===== src/rtl/fp_align_stage.sv =====
// Alignment front end of the single-precision FP add/sub: unpack, magnitude compare, sticky shift.
// Optional macro FP_ALIGN_DENORM_EN treats exponent-0 operands as subnormal instead of zero.
module fp_align_stage #(
   parameter int unsigned EXP_W = 8,
   parameter int unsigned MAN_W = 23,
   parameter int unsigned GRS_W = 3
) (
   input  logic                     clk,
   input  logic                     rst_n,
   input  logic [EXP_W+MAN_W:0]     op1,
   input  logic [EXP_W+MAN_W:0]     op2,
   input  logic                     opcode_in,
   input  logic                     in_valid,
   output logic                     in_ready,
   output logic                     out_valid,
   input  logic                     out_ready,
   output logic                     swap,
   output logic                     sign1_out,
   output logic                     sign2_out,
   output logic                     opcode_out,
   output logic [EXP_W-1:0]         exp_large,
   output logic [MAN_W+GRS_W:0]     mant_large,
   output logic [MAN_W+GRS_W:0]     mant_small
);

   localparam int unsigned SIG_W = MAN_W + 1;
   localparam int unsigned EXT_W = SIG_W + GRS_W;

   logic adv1, adv2, acc1;

   // Unpacked operands
   logic [EXP_W-1:0] e1, e2;
   logic [SIG_W-1:0] sig1, sig2;
   logic             swap_c;
   logic [EXP_W-1:0] diff_c;

   // Stage 1 state
   logic             s1_valid;
   logic             s1_swap;
   logic             s1_sign1;
   logic             s1_sign2;
   logic             s1_opcode;
   logic [EXP_W-1:0] s1_exp_large;
   logic [EXP_W-1:0] s1_diff;
   logic [SIG_W-1:0] s1_sig_large;
   logic [SIG_W-1:0] s1_sig_small;

   // Stage 2 shifter
   logic [EXT_W-1:0] ext;
   logic [EXT_W-1:0] shifted;
   logic [EXT_W-1:0] lost_mask;
   logic [EXT_W-1:0] small_c;

   assign adv2     = !out_valid || out_ready;
   assign adv1     = !s1_valid || adv2;
   assign in_ready = adv1;
   assign acc1     = in_valid && adv1;

   always_comb begin
      e1   = op1[MAN_W +: EXP_W];
      e2   = op2[MAN_W +: EXP_W];
      sig1 = {1'b1, op1[MAN_W-1:0]};
      sig2 = {1'b1, op2[MAN_W-1:0]};
`ifdef FP_ALIGN_DENORM_EN
      // Subnormals sit at effective exponent 1 with no hidden bit.
      if (op1[MAN_W +: EXP_W] == '0) begin
         e1   = EXP_W'(1);
         sig1 = {1'b0, op1[MAN_W-1:0]};
      end
      if (op2[MAN_W +: EXP_W] == '0) begin
         e2   = EXP_W'(1);
         sig2 = {1'b0, op2[MAN_W-1:0]};
      end
`else
      if (op1[MAN_W +: EXP_W] == '0) begin
         sig1 = '0;
      end
      if (op2[MAN_W +: EXP_W] == '0) begin
         sig2 = '0;
      end
`endif
      swap_c = (e2 > e1) || ((e2 == e1) && (sig2 > sig1));
      diff_c = swap_c ? (e2 - e1) : (e1 - e2);
   end

   always_ff @(posedge clk or negedge rst_n) begin
      if (!rst_n) begin
         s1_valid     <= 1'b0;
         s1_swap      <= 1'b0;
         s1_sign1     <= 1'b0;
         s1_sign2     <= 1'b0;
         s1_opcode    <= 1'b0;
         s1_exp_large <= '0;
         s1_diff      <= '0;
         s1_sig_large <= '0;
         s1_sig_small <= '0;
      end else begin
         if (adv1) begin
            s1_valid <= in_valid;
         end
         if (acc1) begin
            s1_swap      <= swap_c;
            s1_sign1     <= op1[EXP_W+MAN_W];
            s1_sign2     <= op2[EXP_W+MAN_W];
            s1_opcode    <= opcode_in;
            s1_exp_large <= swap_c ? e2 : e1;
            s1_diff      <= diff_c;
            s1_sig_large <= swap_c ? sig2 : sig1;
            s1_sig_small <= swap_c ? sig1 : sig2;
         end
      end
   end

   always_comb begin
      ext       = {s1_sig_small, {GRS_W{1'b0}}};
      shifted   = ext >> s1_diff;
      lost_mask = ~({EXT_W{1'b1}} << s1_diff);
      if (32'(s1_diff) >= EXT_W) begin
         small_c = {{(EXT_W-1){1'b0}}, |s1_sig_small};
      end else begin
         small_c = shifted | EXT_W'(|(ext & lost_mask));
      end
   end

   always_ff @(posedge clk or negedge rst_n) begin
      if (!rst_n) begin
         out_valid  <= 1'b0;
         swap       <= 1'b0;
         sign1_out  <= 1'b0;
         sign2_out  <= 1'b0;
         opcode_out <= 1'b0;
         exp_large  <= '0;
         mant_large <= '0;
         mant_small <= '0;
      end else begin
         if (adv2) begin
            out_valid <= s1_valid;
         end
         if (adv2 && s1_valid) begin
            swap       <= s1_swap;
            sign1_out  <= s1_sign1;
            sign2_out  <= s1_sign2;
            opcode_out <= s1_opcode;
            exp_large  <= s1_exp_large;
            mant_large <= {s1_sig_large, {GRS_W{1'b0}}};
            mant_small <= small_c;
         end
      end
   end

endmodule


===== config.mk =====
export PLATFORM = sky130hd
export DESIGN_NAME = fp_align_stage
export DESIGN_NICKNAME = d
export VERILOG_FILES = /design/src/rtl/fp_align_stage.sv
export SDC_FILE = /design/constraint.sdc
export NUM_CORES = 1
export LEC_CHECK = 0
export CORE_MARGIN = 2
export CORE_UTILIZATION = 45
export CTS_CLUSTER_DIAMETER = 150
export DETAILED_ROUTE_END_ITERATION = 8
export MAX_ROUTING_LAYER = met4
export PLACE_DENSITY = 0.72
export SYNTH_ARGS = -nofsm -noshare
export SYNTH_HDL_FRONTEND = slang
export SYNTH_SLANG_ARGS = --single-unit

===== constraint.sdc =====
create_clock -name clk -period 2.3 [get_ports clk]
set_input_delay 0.46 -clock clk [delete_from_list [all_inputs] [get_ports clk]]
set_output_delay 0.46 -clock clk [all_outputs]
set_load 0.005 [all_outputs]

# ---- Word-level counts from Yosys, hierarchy flattened
# Index checks and enable logic that the tools add are counted.
dict set report word_totals {
  register_bits 133
  latchBits 0
  ram_bits 0
  rom_bits 0
  in_bits 69
  output_inout_bits 68
  wordCells 47
  mem_count 0
}
dict set report classes {
  addsub 2
  n_mul 0
  div 0
  magnitude_cmp 3
  eq_ne 1
  n_shift 2
  n_mux 7
  n_bitwise 3
  reduce_logical 12
}
# operator count
set ops {}
lappend ops {{two-way mux 24 bit} 4}
lappend ops {{AND 27 bit} 1}
lappend ops {{two-way mux 27 bit} 1}
lappend ops {{inverter 27 bit} 1}
lappend ops {{OR 27 x 1 -> 27 bit} 1}
lappend ops {{OR reduction 27 bit} 1}
lappend ops {{<< shifter 27 x 8 -> 27 bit (first input constant)} 1}
lappend ops {{>> shifter 27 x 8 -> 27 bit} 1}
lappend ops {{greater-than comparator 24 bit} 1}
lappend ops {{OR reduction 24 bit} 1}
lappend ops {{logical NOT 8 bit} 2}
lappend ops {{two-way mux 8 bit} 2}
lappend ops {{subtractor 8 bit} 2}
lappend ops {{== test 8 bit} 1}
lappend ops {{>= comparator 8 x 5 -> 1 bit (second input constant)} 1}
lappend ops {{greater-than comparator 8 bit} 1}
lappend ops {{logical AND 1 bit} 3}
lappend ops {{logical OR 1 bit} 3}
lappend ops {{logical NOT 1 bit} 2}

# ---- Longest topological paths before layout
dict set report depth {
  depth_word 6
  mapped_depth 15
  ltp_nobuf 12
}

# ---- Worst setup path before layout
# OpenSTA, ideal clock, no wires.
dict set report synth_timing {
  path_type {input port to flip-flop}
  startpoint {in op2[29]}
  endpoint {reg s1_diff[2]}
  setup_ps 82
  t_arrival_ps 3595
  required_ps 2218
  path_slack_ps -1376
  cell_stages 13
  path_buffers 2
  cell_sequence {nor4_1 nand2_1 clkbuf_1 and2_1 ha_1 a21o_1 a2111oi_0 a211oi_1 or4_4 buf_6 and3_2 or3_1 a31oi_1}
}
dict set report synth_between {
  elab_chain_len 6
  word_cells_on_any_way 8
  classes_between {order compare: 2; eq/ne: 1; mux: 2; reduce/logical: 3}
}
# item line_no
set synth_lines {}
lappend synth_lines {{start: declaration} 11} ;# input logic [EXP_W+MAN_W:0] op2,
lappend synth_lines {{logical NOT 8 bit} 78} ;# if (op2[MAN_W +: EXP_W] == '0) begin
lappend synth_lines {{two-way mux 24 bit} 78}
lappend synth_lines {{greater-than comparator 24 bit} 82} ;# swap_c = (e2 > e1) || ((e2 == e1) && (sig2 > sig1));
lappend synth_lines {{logical AND 1 bit} 82}
lappend synth_lines {{logical OR 1 bit *} 82}
lappend synth_lines {{two-way mux 8 bit *} 83} ;# diff_c = swap_c ? (e2 - e1) : (e1 - e2);
lappend synth_lines {{end signal: assignment} 107} ;# s1_diff <= diff_c;
lappend synth_lines {{end: declaration} 44} ;# logic [EXP_W-1:0] s1_diff;
# Mark *: on every way between the ends. The rest lies on a longest branch, timed or not.
# A chain may end at the register's enable or synchronous reset.

# ---- Worst setup path in the final report
dict set report layout_timing {
  startpoint {in op1[29]}
  endpoint {reg s1_sig_large[21]}
}
dict set report layout_between {
  elab_chain_len 6
  word_cells_on_any_way 8
  classes_between {order compare: 2; eq/ne: 1; mux: 2; reduce/logical: 3}
}
# item line_no
set layout_lines {}
lappend layout_lines {{start: declaration} 10} ;# input logic [EXP_W+MAN_W:0] op1,
lappend layout_lines {{logical NOT 8 bit} 75} ;# if (op1[MAN_W +: EXP_W] == '0) begin
lappend layout_lines {{two-way mux 24 bit} 75}
lappend layout_lines {{greater-than comparator 24 bit} 82}
lappend layout_lines {{logical AND 1 bit} 82}
lappend layout_lines {{logical OR 1 bit} 82}
lappend layout_lines {{two-way mux 24 bit *} 108} ;# s1_sig_large <= swap_c ? sig2 : sig1;
lappend layout_lines {{end signal: assignment} 108}
lappend layout_lines {{end: declaration} 45} ;# logic [SIG_W-1:0] s1_sig_large;
# Marked as above.

==> reports/metrics.yaml <==
yosys:
  synth_top_family_by_area: "compound AO/OA/AOI/OAI gates"
  yosys.area_share.simple_pct: 18.9
  ys_warn_count: 0
  yosys_most_used_dff: "dfrtp_1"
  postSynthCellCount: 940
  seq_area_frac_synth_pct: 38.8
  synth_edf_count: 0
  ys_ff_latch: 133
  syn_area_per_cell_um2: 9.14
  synth_xor_area_share_pct: 0
  synthArstFlopShare_pct: 100
  synth_fa_ha_area_share_pct: 6.27
  synth_compound_area_share_pct: 19.1
  synth_area_um2: 8590
  synth_cell_types: 68
  synthMuxAreaShare_pct: 12.0
finish:
  layout_commonest_cell: "buf_4"
  final_cell_mix: "160 x buf_4, 131 x dfrtp_1, 124 x nand2_1"
  fillers: 1187
  n_antenna_cell: 0
  finalNetCount: 1346
  syn_to_final_growth_pct: 59.2
  fin_util_pct: 73.1
  fin_area_um2: 13700
  drive_gt1_share_pct: 37.6
floorplanning:
  initial_core_util_pct: 45.9
  dieHeight_um: 142
  core-area_um2: 18700
  io_pins: 137
  die_x_um: 142
  row_count: 50
  die_area_um2: 20200
worst_setup_path:
  required_ns: 2.67
  end_kind: "flop"
  crit_fanout: 11
  arrival_ns: 4.00
  rr_endpoint: "mant_small[0]"
  start_kind: "input port"
  rr_worst_depth: 6
  path_class: "in2reg"
  reg2reg_setup_slack_ns: 0.06
  reg2reg_from: "s1_diff[1]"
placed_design:
  port_buffers: 133
  placed_cell_area_um2: 11600
  place_congestion: 0.989
  pre_cts_ws_ns: -1.74
  hpwl_um: 20100
sta:
  setup_ws_ns: -1.33
  max-slew-margin-rel_pct: 60.4
  min_period_ns: 3.63
  setup_viol: 64
  hold_slack_ns: 0.440
  final_max_slew_viol_count: 0
  max_freq_ghz: 0.276
  rsz0062_at_grt: "true"
  period_share_pct: 158
  worst_slew_pin_slew_ns: 0.587
  clock_skew_ns: 0.0103
  hold_viol_final: 0
power:
  power_density_nw_per_um2: 740
  sw_frac_of_total_pct: 34.6
  fin_total_pwr_mw: 10.1
  seqPwrFrac_pct: 31.5
  power_leakage_nw: 5.91
  vdd_drop_max_v: 0.000643
  power_frac_comb_pct: 41.0
  internal-power_mw: 6.62
  p_switching_mw: 3.49
  clockPowerShare_pct: 27.5
global_routing:
  grt_pass1_wl_um: 48400
  overflow: 0
  grt_pass1_vias: 9106
  antenna_found_initial: 0
  track_usage_pct: 31.7
  grt_max_degree: 51
drt:
  drt_iter0_drc: 929
  vias: 9275
  wl_um: 32400
  drt_pass1_iterations: 6
  postRouteAntennaNets: 0
  route.detailed.drc: 0
  routedWlPerCell_um: 21.8
  vias_per_cell: 6.25
clock_tree:
  tritoncts: "done"
  clock_sinks: 133
  htree_levels: 4
  clk_pin_slew_ns: 0.06
  clk_latency_ns: 0.43
  cts_root_buf: "clkbuf_16"
  cts_inserted_buffers: 17
  cts.path.max_buffers: 2
run_status:
  outcome: "finished with violations"
  failed_checks: "negative setup slack"
worst_hold_path:
  min_to: "s1_exp_large[5]"
  min_path_cells: 4
  worstHoldStart: "op2[28]"
  hold_class: "in2reg"
run:
  maxCapViolCount: 0
## registers in the layout, summed over array words and instances (netlist names)
signal / count
s1_sign1: 1
opcode_out: 1
mant_large: 24
mant_small: 27
s1_diff: 8
s1_swap: 1
out_valid: 1
s1_sign2: 1
exp_large: 8
s1_sig_small: 24
sign2_out: 1
s1_opcode: 1
sign1_out: 1
s1_valid: 1
s1_sig_large: 24
s1_exp_large: 8
swap: 1
## repair_timing
| item | CTS | global route |
|---|---|---|
| cloned | 10 | 3 |
| hold buffers | 1 | 0 |
| setup buffers | 25 | 22 |
| pin swaps | 93 | 75 |
| hold endpoints to repair | 44 | 0 |
| setup endpoints to repair | 65 | 71 |
| resized for setup | 139 | 122 |
## cell type report
type	count	area, µm²	area share [%]
clock buffer	19	453	3.31
multi-input combinational	703	5790	42.4
timing repair buffer	352	3540	25.9
sequential	133	3330	24.4
tap	234	293	2.14
clock inverter	13	148	1.08
inverter	29	109	0.796
## power by group through the flow
stage,sequential [mW],combinational (mW),clock [mW]
6_report,3.18,4.14,2.78
5_1_grt,3.23,4.40,2.92
4_1_cts,3.15,3.73,2.80
3_5_place_dp,3.19,3.42,0
3_3_place_gp,3.17,3.37,0
2_1_floorplan,3.10,1.89,0
## synthesized netlist by cell type, drive strengths merged, types with 12 or more instances
library cell,count,area (µm²)
mux2i,15,150
nand4,13,81.3
dfrtp,133,3330
a21oi,35,175
o21ai,55,275
ha,39,488
a22o,12,105
and2,20,125
o21a,14,105
a31oi,17,106
nand3,66,330
buf,21,113
mux2,40,450
nor2,43,164
o211ai,15,113
mux4,19,428
inv,29,109
a32oi,36,315
clkbuf,56,210
nand2,150,563
## routing by layer
| metal | share of wire (%) | up-vias | global-route usage [%] |
|---|---|---|---|
| met5 | 0 | - | - |
| met4 | 5.3 | 0 | 15.8 |
| met3 | 8.0 | 158 | 6.06 |
| met2 | 48 | 566 | 50.2 |
| met1 | 39 | 4489 | 39.1 |
| li1 | - | 4062 | - |
## worst max path at each step
stage / startpoint / to / slack, ns / cells after the start
floorplan: op1[23] / s1_diff[2] / -1.08 / 14
global placement: op2[30] / s1_sig_large[3] / -1.68 / 15
detailed placement: op2[30] / s1_sig_small[14] / -1.74 / 15
CTS: op2[28] / s1_sig_large[17] / -1.02 / 19
global route: op1[29] / s1_sig_large[21] / -1.36 / 17
finish: op1[29] / s1_sig_large[21] / -1.33 / 17
## critical path, cell delays in order
cell             delay, ns
clkdlybuf4s15_2       0.21
nor4_4                0.34
nand2_4               0.13
buf_12                0.15
buf_16                0.15
nand2_4               0.08
ha_4                  0.21
nand4_1               0.21
nor3_2                0.08
a2111o_1              0.45
buf_6                 0.14
nor4_4                0.51
nor2_4                0.11
buf_6                 0.17
buf_6                 0.11
o211ai_1              0.29
o21a_1                0.17
## cell families after synthesis
family,Yosys count
fa+ha+maj,42
other cells,1
buf+inv,106
flops,133
compound gates,238
mux,74
simple gates,346
## stage by stage
step | std cells | TNS (ns)
after floorplan | 942 | -55.44
after global placement | 1400 | -99.84
after detailed placement | 1400 | -106.12
after CTS | 1466 | -58.67
after global routing | 1483 | -77.28
final | 1483 | -73.29
(Power assumes the default switching activity.)
